<file path="config.mk">
export PLATFORM = sky130hd
export DESIGN_NAME = stage_1_fetch
export DESIGN_NICKNAME = d
export VERILOG_FILES = /design/src/rtl/stage_1_fetch_pkg.sv /design/src/rtl/stage_1_fetch_fetch_queue.sv /design/src/rtl/stage_1_fetch.sv
export SDC_FILE = /design/constraint.sdc
export NUM_CORES = 1
export LEC_CHECK = 0
export ABC_AREA = 1
export CAP_MARGIN = 20
export CORE_MARGIN = 4
export CORE_UTILIZATION = 60
export CTS_BUF_LIST = sky130_fd_sc_hd__clkbuf_4
export CTS_CLUSTER_SIZE = 12
export DETAILED_ROUTE_END_ITERATION = 8
export DONT_BUFFER_PORTS = 1
export PLACE_DENSITY = 0.79
export SLEW_MARGIN = 0
export SYNTH_ARGS = -nofsm -noshare
export SYNTH_HDL_FRONTEND = slang
export SYNTH_HIERARCHICAL = 1
export SYNTH_SLANG_ARGS = --single-unit
</file>
<file path="constraint.sdc">
create_clock -name clk -period 10.75 [get_ports clk]
set_input_delay 2.15 -clock clk [delete_from_list [all_inputs] [get_ports clk]]
set_output_delay 2.15 -clock clk [all_outputs]
set_load 0.1 [all_outputs]
</file>
<file path="src/rtl/stage_1_fetch_pkg.sv">
// Shared types for the stage-1 fetch unit.
package stage_1_fetch_pkg;

    typedef logic [31:0] Addr;
    typedef logic [31:0] Data;
    typedef logic        Bool;

    // addi x0, x0, 0
    localparam Data NOP_INSTR = 32'h0000_0013;

    // One fetched word together with the address that follows it.
    typedef struct packed {
        Data instr;
        Addr pc;
    } FetchEntry;

endpackage

</file>
<file path="src/rtl/stage_1_fetch_fetch_queue.sv">
// In-order queue of fetched words between the memory response and decode.
module fetch_queue
    import stage_1_fetch_pkg::*;
#(
    parameter int unsigned DEPTH = 2
) (
    input  logic                       i_clk,
    input  logic                       i_rst,
    input  logic                       i_push,
    input  FetchEntry                  i_push_data,
    input  logic                       i_pop,
    input  logic                       i_flush,
    output FetchEntry                  o_head,
    output logic [$clog2(DEPTH+1)-1:0] o_count,
    output logic                       o_empty,
    output logic                       o_full
);

    localparam int unsigned PtrW = $clog2(DEPTH);
    localparam int unsigned CntW = $clog2(DEPTH + 1);

    FetchEntry         r_mem [DEPTH];
    logic [PtrW-1:0]   r_rd_ptr;
    logic [PtrW-1:0]   r_wr_ptr;
    logic [CntW-1:0]   r_count;
    Bool               w_do_push;
    Bool               w_do_pop;

    // Flush wins over push and pop; a pop frees a slot for a same-cycle push.
    always_comb begin
        o_empty   = (r_count == '0);
        o_full    = (r_count == CntW'(DEPTH));
        w_do_pop  = i_pop && !o_empty && !i_flush;
        w_do_push = i_push && !i_flush && (!o_full || w_do_pop);
        o_head    = r_mem[r_rd_ptr];
        o_count   = r_count;
    end

    // Pointer and occupancy state.
    always_ff @(posedge i_clk or posedge i_rst) begin
        if (i_rst) begin
            r_rd_ptr <= '0;
            r_wr_ptr <= '0;
            r_count  <= '0;
        end else if (i_flush) begin
            r_rd_ptr <= '0;
            r_wr_ptr <= '0;
            r_count  <= '0;
        end else begin
            if (w_do_push) r_wr_ptr <= r_wr_ptr + PtrW'(1);
            if (w_do_pop)  r_rd_ptr <= r_rd_ptr + PtrW'(1);
            r_count <= r_count + CntW'(w_do_push) - CntW'(w_do_pop);
        end
    end

    // Entry storage; contents need no reset because occupancy gates reads.
    always_ff @(posedge i_clk) begin
        if (w_do_push) r_mem[r_wr_ptr] <= i_push_data;
    end

    // Issue credit upstream must make this unreachable.
    assert property (@(posedge i_clk) disable iff (i_rst)
        !(i_push && !i_flush && o_full && !i_pop));

endmodule

</file>
<file path="src/rtl/stage_1_fetch.sv">
// Pipeline stage 1: PC generation, instruction fetch and hand-off to decode.
module stage_1_fetch
    import stage_1_fetch_pkg::*;
#(
    parameter logic [31:0] RESET_PC        = 32'h0000_0000,
    parameter int unsigned QUEUE_DEPTH     = 2,
    parameter int unsigned MAX_OUTSTANDING = 2
) (
    input  logic        clk,
    input  logic        rst,
    output logic        imem_req_valid,
    output logic [31:0] imem_req_addr,
    input  logic        imem_req_ready,
    input  logic        imem_resp_valid,
    input  logic [31:0] imem_resp_data,
    input  logic        redirect_enable,
    input  logic [31:0] redirect_address,
    input  logic        stall_in,
    output logic [31:0] instruction_out,
    output logic [31:0] pc_out,
    output logic        valid_out
);

    localparam int unsigned OutW = $clog2(MAX_OUTSTANDING + 1);
    localparam int unsigned CntW = $clog2(QUEUE_DEPTH + 1);

    Addr             r_fetch_pc;
    logic [OutW-1:0] r_outstanding;
    logic [OutW-1:0] r_discard;
    Data             r_instr;
    Addr             r_pc;
    Bool             r_valid;

    Bool             w_accept;
    Bool             w_drop;
    Bool             w_push;
    Bool             w_pop;
    Bool             w_q_empty;
    Bool             w_q_full;
    logic [CntW-1:0] w_q_count;
    FetchEntry       w_head;
    FetchEntry       w_push_entry;
    Addr             w_redirect_pc;

    // Issue credit, response routing and pop decision.
    always_comb begin
        imem_req_valid = !rst && !redirect_enable && !w_q_full
                         && (32'(r_outstanding) + 32'(w_q_count) < QUEUE_DEPTH)
                         && (32'(r_outstanding) < MAX_OUTSTANDING);
        imem_req_addr  = r_fetch_pc;
        w_accept       = imem_req_valid && imem_req_ready;
        w_redirect_pc  = redirect_address & 32'hFFFF_FFFC;
        w_drop         = (r_discard != '0);
        w_push         = imem_resp_valid && !w_drop && !redirect_enable;
        // With nothing left to discard, every outstanding request is live and
        // contiguous below fetch_pc, so the oldest one sits outstanding words back.
        w_push_entry.instr = imem_resp_data;
        w_push_entry.pc    = r_fetch_pc - (Addr'(r_outstanding) << 2) + 32'd4;
        w_pop          = !redirect_enable && !stall_in && !w_q_empty;
    end

    // Fetch PC and in-flight bookkeeping.
    always_ff @(posedge clk or posedge rst) begin
        if (rst) begin
            r_fetch_pc    <= RESET_PC;
            r_outstanding <= '0;
            r_discard     <= '0;
        end else begin
            if (redirect_enable) r_fetch_pc <= w_redirect_pc;
            else if (w_accept)   r_fetch_pc <= r_fetch_pc + 32'd4;
            r_outstanding <= r_outstanding + OutW'(w_accept) - OutW'(imem_resp_valid);
            // Every request still in flight after this cycle belongs to the old path.
            if (redirect_enable)
                r_discard <= r_outstanding - OutW'(imem_resp_valid);
            else if (imem_resp_valid && w_drop)
                r_discard <= r_discard - OutW'(1);
        end
    end

    // Registered decode interface: redirect, then stall, then pop, else bubble.
    always_ff @(posedge clk or posedge rst) begin
        if (rst) begin
            r_instr <= NOP_INSTR;
            r_pc    <= '0;
            r_valid <= 1'b0;
        end else if (redirect_enable) begin
            r_instr <= NOP_INSTR;
            r_valid <= 1'b0;
        end else if (stall_in) begin
            r_instr <= r_instr;
        end else if (!w_q_empty) begin
            r_instr <= w_head.instr;
            r_pc    <= w_head.pc;
            r_valid <= 1'b1;
        end else begin
            r_instr <= NOP_INSTR;
            r_valid <= 1'b0;
        end
    end

    fetch_queue #(
        .DEPTH (QUEUE_DEPTH)
    ) u_fetch_queue (
        .i_clk       (clk),
        .i_rst       (rst),
        .i_push      (w_push),
        .i_push_data (w_push_entry),
        .i_pop       (w_pop),
        .i_flush     (redirect_enable),
        .o_head      (w_head),
        .o_count     (w_q_count),
        .o_empty     (w_q_empty),
        .o_full      (w_q_full)
    );

    assign instruction_out = r_instr;
    assign pc_out          = r_pc;
    assign valid_out       = r_valid;

endmodule

</file>
# After elaboration in Yosys (flattened, before gate mapping)
# Memory sizes are Yosys's and may differ from the RTL's.
# Index checks and enable logic that the tools add are counted.
[classes]
addsub = 12
magnitude_cmp = 2
n_eq_ne = 2
muxes = 17
bitwise_logic = 3
n_reduce_logical = 28
[ops]
columns = ["op", "count"]
rows = [
  ["32-bit 2-to-1 mux", 5],
  ["32-bit by 3-bit adder with 32-bit output (second input constant)", 2],
  ["32-bit by 4-bit subtractor with 32-bit output", 1],
  ["1-bit logical AND", 14],
  ["2-bit nonzero test", 5],
  ["1-bit 2-to-1 mux", 9],
  ["1-bit zero test", 6],
  ["2-bit 2-to-1 mux", 3],
  ["2-bit by 1-bit subtractor with 2-bit output", 3],
  ["2-bit by 1-bit adder with 2-bit output", 2],
  ["2-bit by 2-bit adder with 3-bit output", 1],
  ["3-bit by 2-bit < comparator with 1-bit output (second input constant)", 1],
  ["1-bit NOT", 3],
  ["3-bit AND reduction", 1],
  ["1-bit adder (second input constant)", 2],
  ["2-bit equality test (second input constant)", 1],
  ["2-bit zero test", 1],
  ["2-bit < comparator (second input constant)", 1],
  ["2-bit inequality test (second input constant)", 1],
  ["2-bit by 1-bit subtractor with 2-bit output (second input constant)", 1],
  ["1-bit logical OR", 1],
]
[totals]
reg_bits = 105
ram_bits = 128
out_inout_bits = 98
elab_cells = 74
n_memories = 1
[mem_list]
columns = ["name", "words", "word_bits", "read_ports", "rd_ports_with_merged_regs", "wr", "line", "rtl"]
rows = [
  ["u_fetch_queue.r_mem", 2, 64, 1, 0, 1, "stage_1_fetch_fetch_queue.sv:22", "FetchEntry r_mem [DEPTH];"],
]

# Longest topological paths before layout
# Gate-level depths: netlist (run 1).
[depth]
word_depth = 10
mapped_depth = 15
mapped_depth_nobuf = 15

# By module
# Netlist (run 1), hierarchy kept.
[modules_own_cells]
columns = ["module", "n_inst", "cells_each", "area_each_um2", "seq_area_each_um2"]
rows = [
  ["stage_1_fetch", 1, 1005, 7149.4, 2481.1],
  ["fetch_queue", 1, 376, 4964.8, 3943.8],
]

# Least setup slack after synthesis (run 1)
# OpenSTA, ideal clock, no wires.
[synth_timing]
kind = "input -> register"
from = "in redirect_enable"
to = "mem u_fetch_queue/r_mem[1][0] (netlist name) (enable)"
setup_time_ps = 486
arrival_ps = 5719
required_ps = 10264
setup_slack_ps = 4545
path_stages = 7
path_cell_list = "buf_6 nor3_4 buf_2 inv_1 nand3_1 nand2_1 nor2_1"
[synth_between]
elab_chain_cells = 9
[synth_lines]
columns = ["element", "line", "rtl"]
rows = [
  ["from (decl)", "stage_1_fetch.sv:16", "input logic redirect_enable,"],
  ["1-bit zero test", "stage_1_fetch.sv:59", "w_pop = !redirect_enable && !stall_in && !w_q_empty;"],
  ["1-bit logical AND (2 in series)", "stage_1_fetch.sv:59", ""],
  ["via w_pop", "stage_1_fetch.sv:37", "Bool w_pop;"],
  ["1-bit logical AND (2 in series)", "stage_1_fetch_fetch_queue.sv:33", "w_do_pop = i_pop && !o_empty && !i_flush;"],
  ["1-bit logical OR", "stage_1_fetch_fetch_queue.sv:34", "w_do_push = i_push && !i_flush && (!o_full || w_do_pop);"],
  ["1-bit logical AND", "stage_1_fetch_fetch_queue.sv:34", ""],
  ["1-bit 2-to-1 mux", "stage_1_fetch_fetch_queue.sv:58", "if (w_do_push) r_mem[r_wr_ptr] <= i_push_data;"],
  ["1-bit 2-to-1 mux (not written as such)", "stage_1_fetch_fetch_queue.sv:58", ""],
  ["to (decl)", "stage_1_fetch_fetch_queue.sv:22", ""],
]
# The timed path passes the listed nets, and every way through them passes these cells.

# Worst setup path after layout (run 1)
[layout_timing]
from = "in rst"
to = "out imem_req_valid"
[layout_between]
elab_chain_cells = 5
[layout_lines]
columns = ["element", "line", "rtl"]
rows = [
  ["from (decl)", "stage_1_fetch.sv:10", "input logic rst,"],
  ["1-bit zero test (no line)", "n/a", ""],
  ["1-bit logical AND (2 in series)", "stage_1_fetch.sv:47", "imem_req_valid = !rst && !redirect_enable && !w_q_full"],
  ["1-bit logical AND", "stage_1_fetch.sv:48", "&& (32'(r_outstanding) + 32'(w_q_count) < QUEUE_DEPTH)"],
  ["1-bit logical AND", "stage_1_fetch.sv:49", "&& (32'(r_outstanding) < MAX_OUTSTANDING);"],
  ["to (decl)", "stage_1_fetch.sv:11", "output logic imem_req_valid,"],
]
# No other way between the ends.

==> flow_summary.ini, run 1 <==
[run_status]
status = finished clean

[sta]
maxSlewHeadroom_pct = 26.0
tightestPinTransition_ps = 1110
finalWorstSetupSlack_ps = 5530
hold_viol = 0
finalSetupViolCount = 0
rsz0062_at_grt = false
final_max_slew_viol_count = 0
clock.fmax_mhz = 192
post-route-min-period_ps = 5220
fin_setup_tns_ps = 0
fin_crit_sh_pct = 48.6
clock_skew_ps = 19.7

[placed_design]
dp_hpwl_mm = 18.7
routabilityCongestion = 0.877
portBuffers = 0
preCtsSetupSlack_ps = 5530
dp_cells = 1632
detailed_place.area_um2 = 12400

[clock_network]
cts_sinks = 231
cts_max_level = 2
postCtsSetupBuffers = 0
clockBufferDepth = 3
clkLatencyLatePin_ps = 670
cts_tree = built
post_cts_resized = 0
ctsHoldBuffers = 0
root_buffer = clkbuf_4
numCtsBuffers = 57
path_clk_slew_ps = 70

[worst_setup_path]
path_delay_family = simple AND/OR/NAND/NOR gates
crit_chain = nor2_4 > and3_1
cp.arrival_ps = 3070
startpoint_type = input port
required_ps = 8600
cp-end-kind = output pin
worst_path_largest_cell_delay_ps = 810
cp_slowest_cell = and3_1
crit_buf_inv = 0
crit_path_max_fanout = 3
worstSetupPathType = input port to output pin

[synthesis]
synthTopCellsByArea = edfxtp_1 32%, dfrtp_1 21%, nand2_1 18%, ha_1 6.5%, inv_1 5.0%
synth.top_cell.area_share_pct = 31.7
synth.most_common_cell = nand2_1
syn_inst = 1381
postSynthAreaPerCell_um2 = 8.77
synth_flop_cell = edfxtp_1
synth-edff-count = 128
ys_types = 39
post-synth-top-area-cell = edfxtp_1
async_flop_share_pct = 44.6
yosys_warnings = 6
yosysSeqAreaShare_pct = 53.0
synthTopCellsByCount = 585 x nand2_1, 162 x inv_1, 128 x edfxtp_1
syn_area_um2 = 12100
yosys_register_bits = 231

[layout]
multi_input_area_um2 = 4830
fin_cells = 1738
nets = 1561
final_cell_area_um2 = 13100
n_fill_cell = 1661
syn2layout_area_growth_pct = 8.41
layout-drive-gt1-share_pct = 9.24
seq_area_um2 = 6430

[power]
clock_power_share_pct = 24.5
pwr-share-seq_pct = 54.7
p_int_uw = 1670
combinationalPowerShare_pct = 20.9
p_leak_uw = 0.00646
power.switching_uw = 1340
power.density_cell_area_nw_per_um2 = 229
vdd_drop_max_uv = 111
p_sw_share_pct = 44.6

[job]
cap_violations = 0

[detailed_routing]
drt_iter0_markers = 483
drc = 0
vias_per_cell = 5.13
totalWireLength_mm = 26.1
firstDrtPassIters = 4
ant_nets = 0
num_vias = 8923
drt-wirelength-per-cell_um = 15.0

[floorplan]
die_h_um = 150
die-area_um2 = 22500
core_um2 = 19700
rows = 51
io-pin-count = 168
die_w_um = 150
initial_utilization_pct = 61.6

[grt]
grt_max_degree = 66
grt_first_pass_wirelength_mm = 42.8
antenna_found_initial = 1
grt_pass1_vias = 8704
overflow = 0
grt.total_usage_pct = 23.6

[hold_path]
hold_path_class = flip-flop to flip-flop
-- power by group through the flow --
| stage | clock network (uW) | registers (uW) | logic, uW |
|---|---|---|---|
| 3_3_place_gp | 0 | 1660 | 605 |
| 5_1_grt | 807 | 1660 | 727 |
| 6_report | 737 | 1650 | 629 |
| 2_1_floorplan | 0 | 1670 | 453 |
| 4_1_cts | 756 | 1650 | 631 |
| 3_5_place_dp | 0 | 1670 | 628 |
-- layer usage --
metal	track usage (%)	up-vias	wire length [um]
met3	7.22	39	2340
met2	39.9	269	12300
li1	-	4562	-
met4	6.31	0	406
met1	29.6	4053	11000
met5	0	-	0
-- cell families after synthesis --
| logic type | synth area share, % |
|---|---|
| and+or+nand+nor | 24.3 |
| DFF | 53.0 |
| buffers and inverters | 7.31 |
| AOI/OAI and AO/OA | 6.30 |
| adders and majority gates | 6.84 |
| xor gates and xnor gates | 2.17 |
| other | 0.0310 |
-- stage by stage --
| step | utilization [%] | total power (uW) | hold WS [ps] |
|---|---|---|---|
| 2_1_floorplan | - | 2130 | 508 |
| 3_3_place_gp | 62.7 | 2270 | 515 |
| 3_5_place_dp | 62.9 | 2300 | 524 |
| 4_1_cts | 66.8 | 3040 | 529 |
| 5_1_grt | 66.8 | 3190 | 562 |
| 6_report | 66.8 | 3010 | 534 |
-- registers in the layout, summed over array words and instances (netlist names) --
| register | flops |
|---|---|
| r_outstanding | 2 |
| instruction_out | 32 |
| imem_req_addr | 30 |
| u_fetch_queue/r_mem | 128 |
| u_fetch_queue/o_count | 2 |
| u_fetch_queue/r_rd_ptr | 1 |
| pc_out | 32 |
| r_discard | 2 |
| valid_out | 1 |
| u_fetch_queue/r_wr_ptr | 1 |
-- worst paths after layout --
check / startpoint / endpoint / slack (ps) / cells past startpoint
setup / recovery: rst / imem_req_valid / 5530 / 2
hold / removal: u_fetch_queue/r_mem[0][3] / pc_out[3] / 530 / 4
setup reg to reg: imem_req_addr[2] / u_fetch_queue/r_mem[1][28] / 7520 / 10
hold reg to reg: u_fetch_queue/r_mem[0][3] / pc_out[3] / 530 / 4
max in group asynchronous: rst / pc_out[25] / 8160 / 2
min in group asynchronous: rst / u_fetch_queue/o_count[0] / 1260 / 1
-- placed cells by master, fill, tap and decap left out, types with 2 or more instances in the layout --
cell      instances
fa_1              2
nor3_1            4
ha_1             63
nor2_2            4
o22a_1            3
xor2_1           28
edfxtp_1        128
buf_4            15
dfrtp_1          99
dfstp_2           3
clkinv_1          8
o211ai_1         10
nand4_1           7
conb_1            6
nand3_1          62
xnor2_1           2
nor2_1           67
buf_12            2
o221ai_1          7
o21bai_1          9
a21oi_1          26
inv_2             4
o21ai_0          26
clkbuf_4         95
inv_1           160
a22o_1           29
nor2_4            3
nand2_1         585
-- area by class of cell --
type                    count  share of cell area [%]
clock buffers              95                    5.43
repair buffers             17                    1.16
inverters                 166                    4.76
clock inverters            10                   0.372
well taps                 265                    2.52
flip-flops and latches    231                    48.9
multi-input cells         953                    36.8
diodes                      1                  0.0191
No activity file was read; power rests on OpenSTA's default activity.
==> run 2, diff against run 1 <==
Settings changed: PLACE_DENSITY 0.79 to 0.82.
Clock period 10.75 ns to 4.2 ns, I/O delays scaled along.
==> flow_summary.ini, run 2 (synthesis gave the netlist of run 1 again) <==
[worst_setup_path]
required_ps = 3360
cp.arrival_ps = 2400
crit_buf_inv = 2
crit_path_max_fanout = 6
cp-end-kind = output pin
startpoint_type = flip-flop
ff2ff_path_depth = 11
crit_chain = nand2_1 > inv_1 > fa_1 > nor2_1 > and3_1 > buf_4
worst_path_largest_cell_delay_ps = 450
cp_slowest_cell = fa_1
worstSetupPathType = flip-flop to output pin
reg2reg_from = imem_req_addr[2]
reg2reg_to = u_fetch_queue/r_mem[1][28]
path_delay_family = simple AND/OR/NAND/NOR gates
r2r_slack_ps = 1470

[sta]
final_max_slew_viol_count = 0
fin_crit_sh_pct = 77.1
clock_skew_ps = 25.2
fin_setup_tns_ps = 0
rsz0062_at_grt = false
clock.fmax_mhz = 309
maxSlewHeadroom_pct = 29.2
post-route-min-period_ps = 3240
hold_viol = 0
finalSetupViolCount = 0
tightestPinTransition_ps = 1060

[clock_network]
cts_tree = built
post_cts_resized = 0
path_clk_slew_ps = 60
clkLatencyLatePin_ps = 670
postCtsSetupBuffers = 0
root_buffer = clkbuf_4
cts_sinks = 231
clockBufferDepth = 3
cts_max_level = 2
numCtsBuffers = 57

[detailed_routing]
firstDrtPassIters = 5
num_vias = 9140
drt-wirelength-per-cell_um = 15.4
totalWireLength_mm = 27.1
drc = 0
ant_nets = 0
drt_iter0_markers = 473
vias_per_cell = 5.19

[floorplan]
core_um2 = 19700
rows = 51
initial_utilization_pct = 61.6
io-pin-count = 168
die_w_um = 150
die-area_um2 = 22500
die_h_um = 150

[layout]
seq_area_um2 = 6430
n_fill_cell = 1624
nets = 1583
final_cell_area_um2 = 13300
syn2layout_area_growth_pct = 9.61
layout-drive-gt1-share_pct = 10.2
layout_commonest_cell = nand2_1
multi_input_area_um2 = 4830
top_register = u_fetch_queue/r_mem
mostFrequentLayoutCells = 585 x nand2_1, 160 x inv_1, 128 x edfxtp_1
largest_register_ffs = 128

[grt]
overflow = 0
grt_util_met3_pct = 6.59
grt_first_pass_wirelength_mm = 43.7
grt_pass1_vias = 9030
grt_max_degree = 67
grtUsageMet1_pct = 30.9
grt_busiest_layer = met2
antenna_found_initial = 1
grt.total_usage_pct = 24.2
met2_usage_pct = 40.8

[hold_path]
hold_path_class = input port to async pin

[placed_design]
portBuffers = 0
detailed_place.area_um2 = 12500
dp_hpwl_mm = 19.5
routabilityCongestion = 0.867

[power]
vdd_drop_max_uv = 242
p_leak_uw = 0.00655
power.density_cell_area_nw_per_um2 = 584

[job]
cap_violations = 0

[run_status]
status = finished clean
[run 2: per-stage QoR]
step	cells	utilization [%]	total power [uW]	hold WS, ps	setup slack, ps
after floorplan	1386	-	5450	508	375
after CTS	1761	67.5	7810	193	909
after detailed placement	1653	63.7	5940	527	1530
final	1762	67.6	7750	208	961
after global placement	1652	63.6	5870	518	1590
after global routing	1762	67.6	8220	187	779
[run 2: power by group]
part	internal, uW	switching (uW)
combinational	560	1370
sequential	2740	1240
clock	978	863
[run 2: routing by layer]
layer / vias to the layer above / wire length (um)
li1: 4600 / -
met1: 4214 / 11400
met2: 282 / 12900
met3: 44 / 2250
met4: 0 / 482
met5: - / 0
[run 2: layout make-up]
| type | count | share of cell area [%] |
|---|---|---|
| well taps | 265 | 2.50 |
| diodes | 1 | 0.0188 |
| clock inverters | 17 | 0.575 |
| multi-input cells | 953 | 36.4 |
| clock buffers | 90 | 5.09 |
| repair buffers | 39 | 2.32 |
| inverters | 166 | 4.71 |
| flip-flops and latches | 231 | 48.4 |
[run 2: what timing repair did]
item                       4_1_cts  5_1_grt
setup endpoints to repair        0        0
hold endpoints to repair         4        0
hold buffers                     1        0
[run 2: worst max-delay path by stage]
stage / cells after the start / from / end / slack, ps
floorplan: 7 / redirect_enable / u_fetch_queue/r_mem[1][0] / 370
global placement: 11 / imem_req_addr[2] / u_fetch_queue/r_mem[0][20] / 1590
detailed placement: 11 / imem_req_addr[2] / u_fetch_queue/r_mem[0][28] / 1530
CTS: 6 / u_fetch_queue/o_count[0] / imem_req_valid / 910
global route: 6 / u_fetch_queue/o_count[0] / imem_req_valid / 780
finish: 6 / u_fetch_queue/o_count[0] / imem_req_valid / 960
==> edit (flow settings as in run 2) <==
Reset style: synchronous (`i_rst` and `rst`), changed in 3 clocked blocks.
--- a/src/rtl/stage_1_fetch_fetch_queue.sv
+++ b/src/rtl/stage_1_fetch_fetch_queue.sv
@@ -37,7 +37,7 @@
     end
 
     // Pointer and occupancy state.
-    always_ff @(posedge i_clk or posedge i_rst) begin
+    always_ff @(posedge i_clk) begin
         if (i_rst) begin
             r_rd_ptr <= '0;
             r_wr_ptr <= '0;
--- a/src/rtl/stage_1_fetch.sv
+++ b/src/rtl/stage_1_fetch.sv
@@ -60,7 +60,7 @@
     end
 
     // Fetch PC and in-flight bookkeeping.
-    always_ff @(posedge clk or posedge rst) begin
+    always_ff @(posedge clk) begin
         if (rst) begin
             r_fetch_pc    <= RESET_PC;
             r_outstanding <= '0;
@@ -78,7 +78,7 @@
     end
 
     // Registered decode interface: redirect, then stall, then pop, else bubble.
-    always_ff @(posedge clk or posedge rst) begin
+    always_ff @(posedge clk) begin
         if (rst) begin
             r_instr <= NOP_INSTR;
             r_pc    <= '0;
Behaviour: differs if rst is asserted again (counterexample within 4 cycles, from zero or initial values and one cycle with rst high); with rst held inactive, the same outputs for 4 cycles.
==> edit against run 2 <==
Critical path type unchanged; sequential share of layout area shrank 4.5 points; sequential cell count grew 1; final area grew 1.8%; final cell count grew 0.34%; first-iteration DRC count grew 10%; routed wire length grew 1.6%; via count grew 2.0%; area after synthesis grew 2.3%; fmax shrank 10%; worst setup slack lost 0.36 ns; global-route usage shrank 0.59 points; count of clock-buffer cells in the layout grew 11.
Power is not compared: it rests on default switching activity, and its combinational part moved more than twofold at a synthesized area within 25%.
==> edit: results (changes against run 2) <==
Ys async rst share: 0% (was 44.59%)
HPWL after detailed placement: 19830 um (was 19490 um)
Total clock buffers created by CTS: 58 (was 57)
Library cell contributing the largest single delay on the critical path: sky130_fd_sc_hd__inv_1 (was sky130_fd_sc_hd__fa_1)
Fill count: 1584 (was 1624)
Drt via density: 5.275 (was 5.187)
Wire per inst: 15.56 um (was 15.37 um)
Worst slew slack as a fraction of its limit: 28.22% (was 29.15%)
Final weighted congestion in routability-driven placement: 0.8816 (was 0.8668)
Largest stage delay on the critical path: 0.63 ns (was 0.45 ns)
Number of global-route vias before repair: 9141 (was 9030)
Launch point of the worst reg-to-reg path: u_fetch_queue/o_count[1] (was imem_req_addr[2])
Portion of the post-synthesis area used by sequential elements: 47.80% (was 53.04%)
Max Clock Skew: 0.04565 ns (was 0.02517 ns)
Crit Reg-Reg Endpoint: u_fetch_queue/r_mem[0][6] (was u_fetch_queue/r_mem[1][28])
Count of mapped cells out of synthesis: 1390 (was 1381)
Largest cells by area after synthesis: sky130_fd_sc_hd__edfxtp_1 (31%), sky130_fd_sc_hd__dfxtp_1 (17%), sky130_fd_sc_hd__nand2_1 (12%), sky130_fd_sc_hd__mux2_4 (7.3%), sky130_fd_sc_hd__ha_1 (6.4%) (was sky130_fd_sc_hd__edfxtp_1 (32%), sky130_fd_sc_hd__dfrtp_1 (21%), sky130_fd_sc_hd__nand2_1 (18%), sky130_fd_sc_hd__ha_1 (6.5%), sky130_fd_sc_hd__inv_1 (5.0%))
Clock input transition at the sequential cells of the worst setup and hold paths: 0.08 ns (was 0.06 ns)
Final period demand of the worst path: 3.600 ns (was 3.239 ns)
Hold_ws: 0.2176 ns (was 0.2076 ns)
Arrival @ worst endpoint: 2.76 ns (was 2.40 ns)
Number of distinct standard cells referenced by the synthesized netlist: 43 (was 39)
Type of the most critical hold path: input port to register (was input port to asynchronous set/reset pin)
Largest net degree at the start of global routing: 65 (was 67)
Detailed router's first-iteration violation count: 522 (was 473)
R2R Setup Slk: 1.40 ns (was 1.47 ns)
Vias after detailed routing: 9326 (was 9140)
Maximum net fanout on the critical path: 4 (was 6)
NumNets Final: 1585 (was 1583)
Insertion delay of the later-clocked pin in the worst-skew pair: 0.69 ns (was 0.67 ns)
Commonest cells post-synth: sky130_fd_sc_hd__nand2_1 (381), sky130_fd_sc_hd__inv_1 (178), sky130_fd_sc_hd__nor2_1 (155) (was sky130_fd_sc_hd__nand2_1 (585), sky130_fd_sc_hd__inv_1 (162), sky130_fd_sc_hd__edfxtp_1 (128))
Run status: completed (unchanged)
DP Cell Count: 1660 (was 1653)
Aggregate global-route resource usage: 23.63% (was 24.22%)
Ratio of cells with drive above 1 in the final layout: 15.90% (was 10.23%)
Global-route wire length before repair: 43580 um (was 43700 um)
[edit: area by class of cell]
class	count	area, sq um	share of cell area, %
Antenna cell	1	2.502	0.01851
Clock buffer	101	758.2	5.607
Tap cell	270	337.8	2.498
Timing Repair Buffer	36	282.8	2.091
Multi-Input combinational cell	942	5489	40.59
Sequential cell	232	5929	43.85
Inverter	180	675.6	4.997
Clock inverter	6	46.29	0.3424
[edit: per-stage QoR]
stage                     setup TNS [ns]  util [%]  cell area (sq um)  setup WS [ns]  total power, mW
after global placement                 0     62.64              12710          1.221            3.529
after global routing                   0     66.61              13520         0.5247            5.788
after floorplan                   -73.55         -              12410        -0.5746            3.368
after CTS                              0     66.60              13520         0.5467            5.535
after detailed placement               0     62.64              12710          1.158            3.563
final                                  0     66.61              13520         0.5999            5.497
[edit: cells by family (layout without fill, tap and decap cells)]
group	after synthesis	count (layout)	share of synthesized area [%]
AND/OR/NAND/NOR	623	623	20.62
multiplexers	64	64	7.631
buffers and inverters	221	323	8.206
AO/OA/AOI/OAI	160	160	7.328
XOR/XNOR	24	24	1.696
flip-flops	232	232	47.80
other	1	7	0.03025
adder cells (fa/ha/maj)	65	65	6.682
[edit: worst max-delay path by stage]
stage,start,cells after the start,slack [ns],end
6_report,r_outstanding[0],6,0.60,imem_req_valid
3_5_place_dp,stall_in,10,1.16,u_fetch_queue/r_mem[0][60]
3_3_place_gp,stall_in,10,1.22,u_fetch_queue/r_mem[0][60]
5_1_grt,r_outstanding[0],6,0.52,imem_req_valid
4_1_cts,r_outstanding[0],6,0.55,imem_req_valid
2_1_floorplan,stall_in,8,-0.57,u_fetch_queue/r_mem[0][0]
[edit: layer usage]
layer | vias up | GRT usage (%) | part of all wire, %
li1 | 4654 | - | -
met1 | 4260 | 28.81 | 40
met2 | 347 | 39.76 | 47
met3 | 65 | 6.722 | 9.7
met4 | 0 | 9.254 | 3.0
met5 | - | 0 | 0
[edit: worst max-delay path: cells and delay by family (launching register included)]
kind                       cells  cell delay (ns)
adders and majority gates      1             0.42
buffers and inverters          2             0.70
DFF                            1             0.49
and+or+nand+nor                3             0.45
[edit: power breakdown]
part           internal [mW]  switching (mW)  total, mW  leakage (nW)
clock                   1.08           0.893       1.97         0.487
sequential              2.51          0.0573       2.56          2.00
combinational          0.283           0.679      0.962          3.57
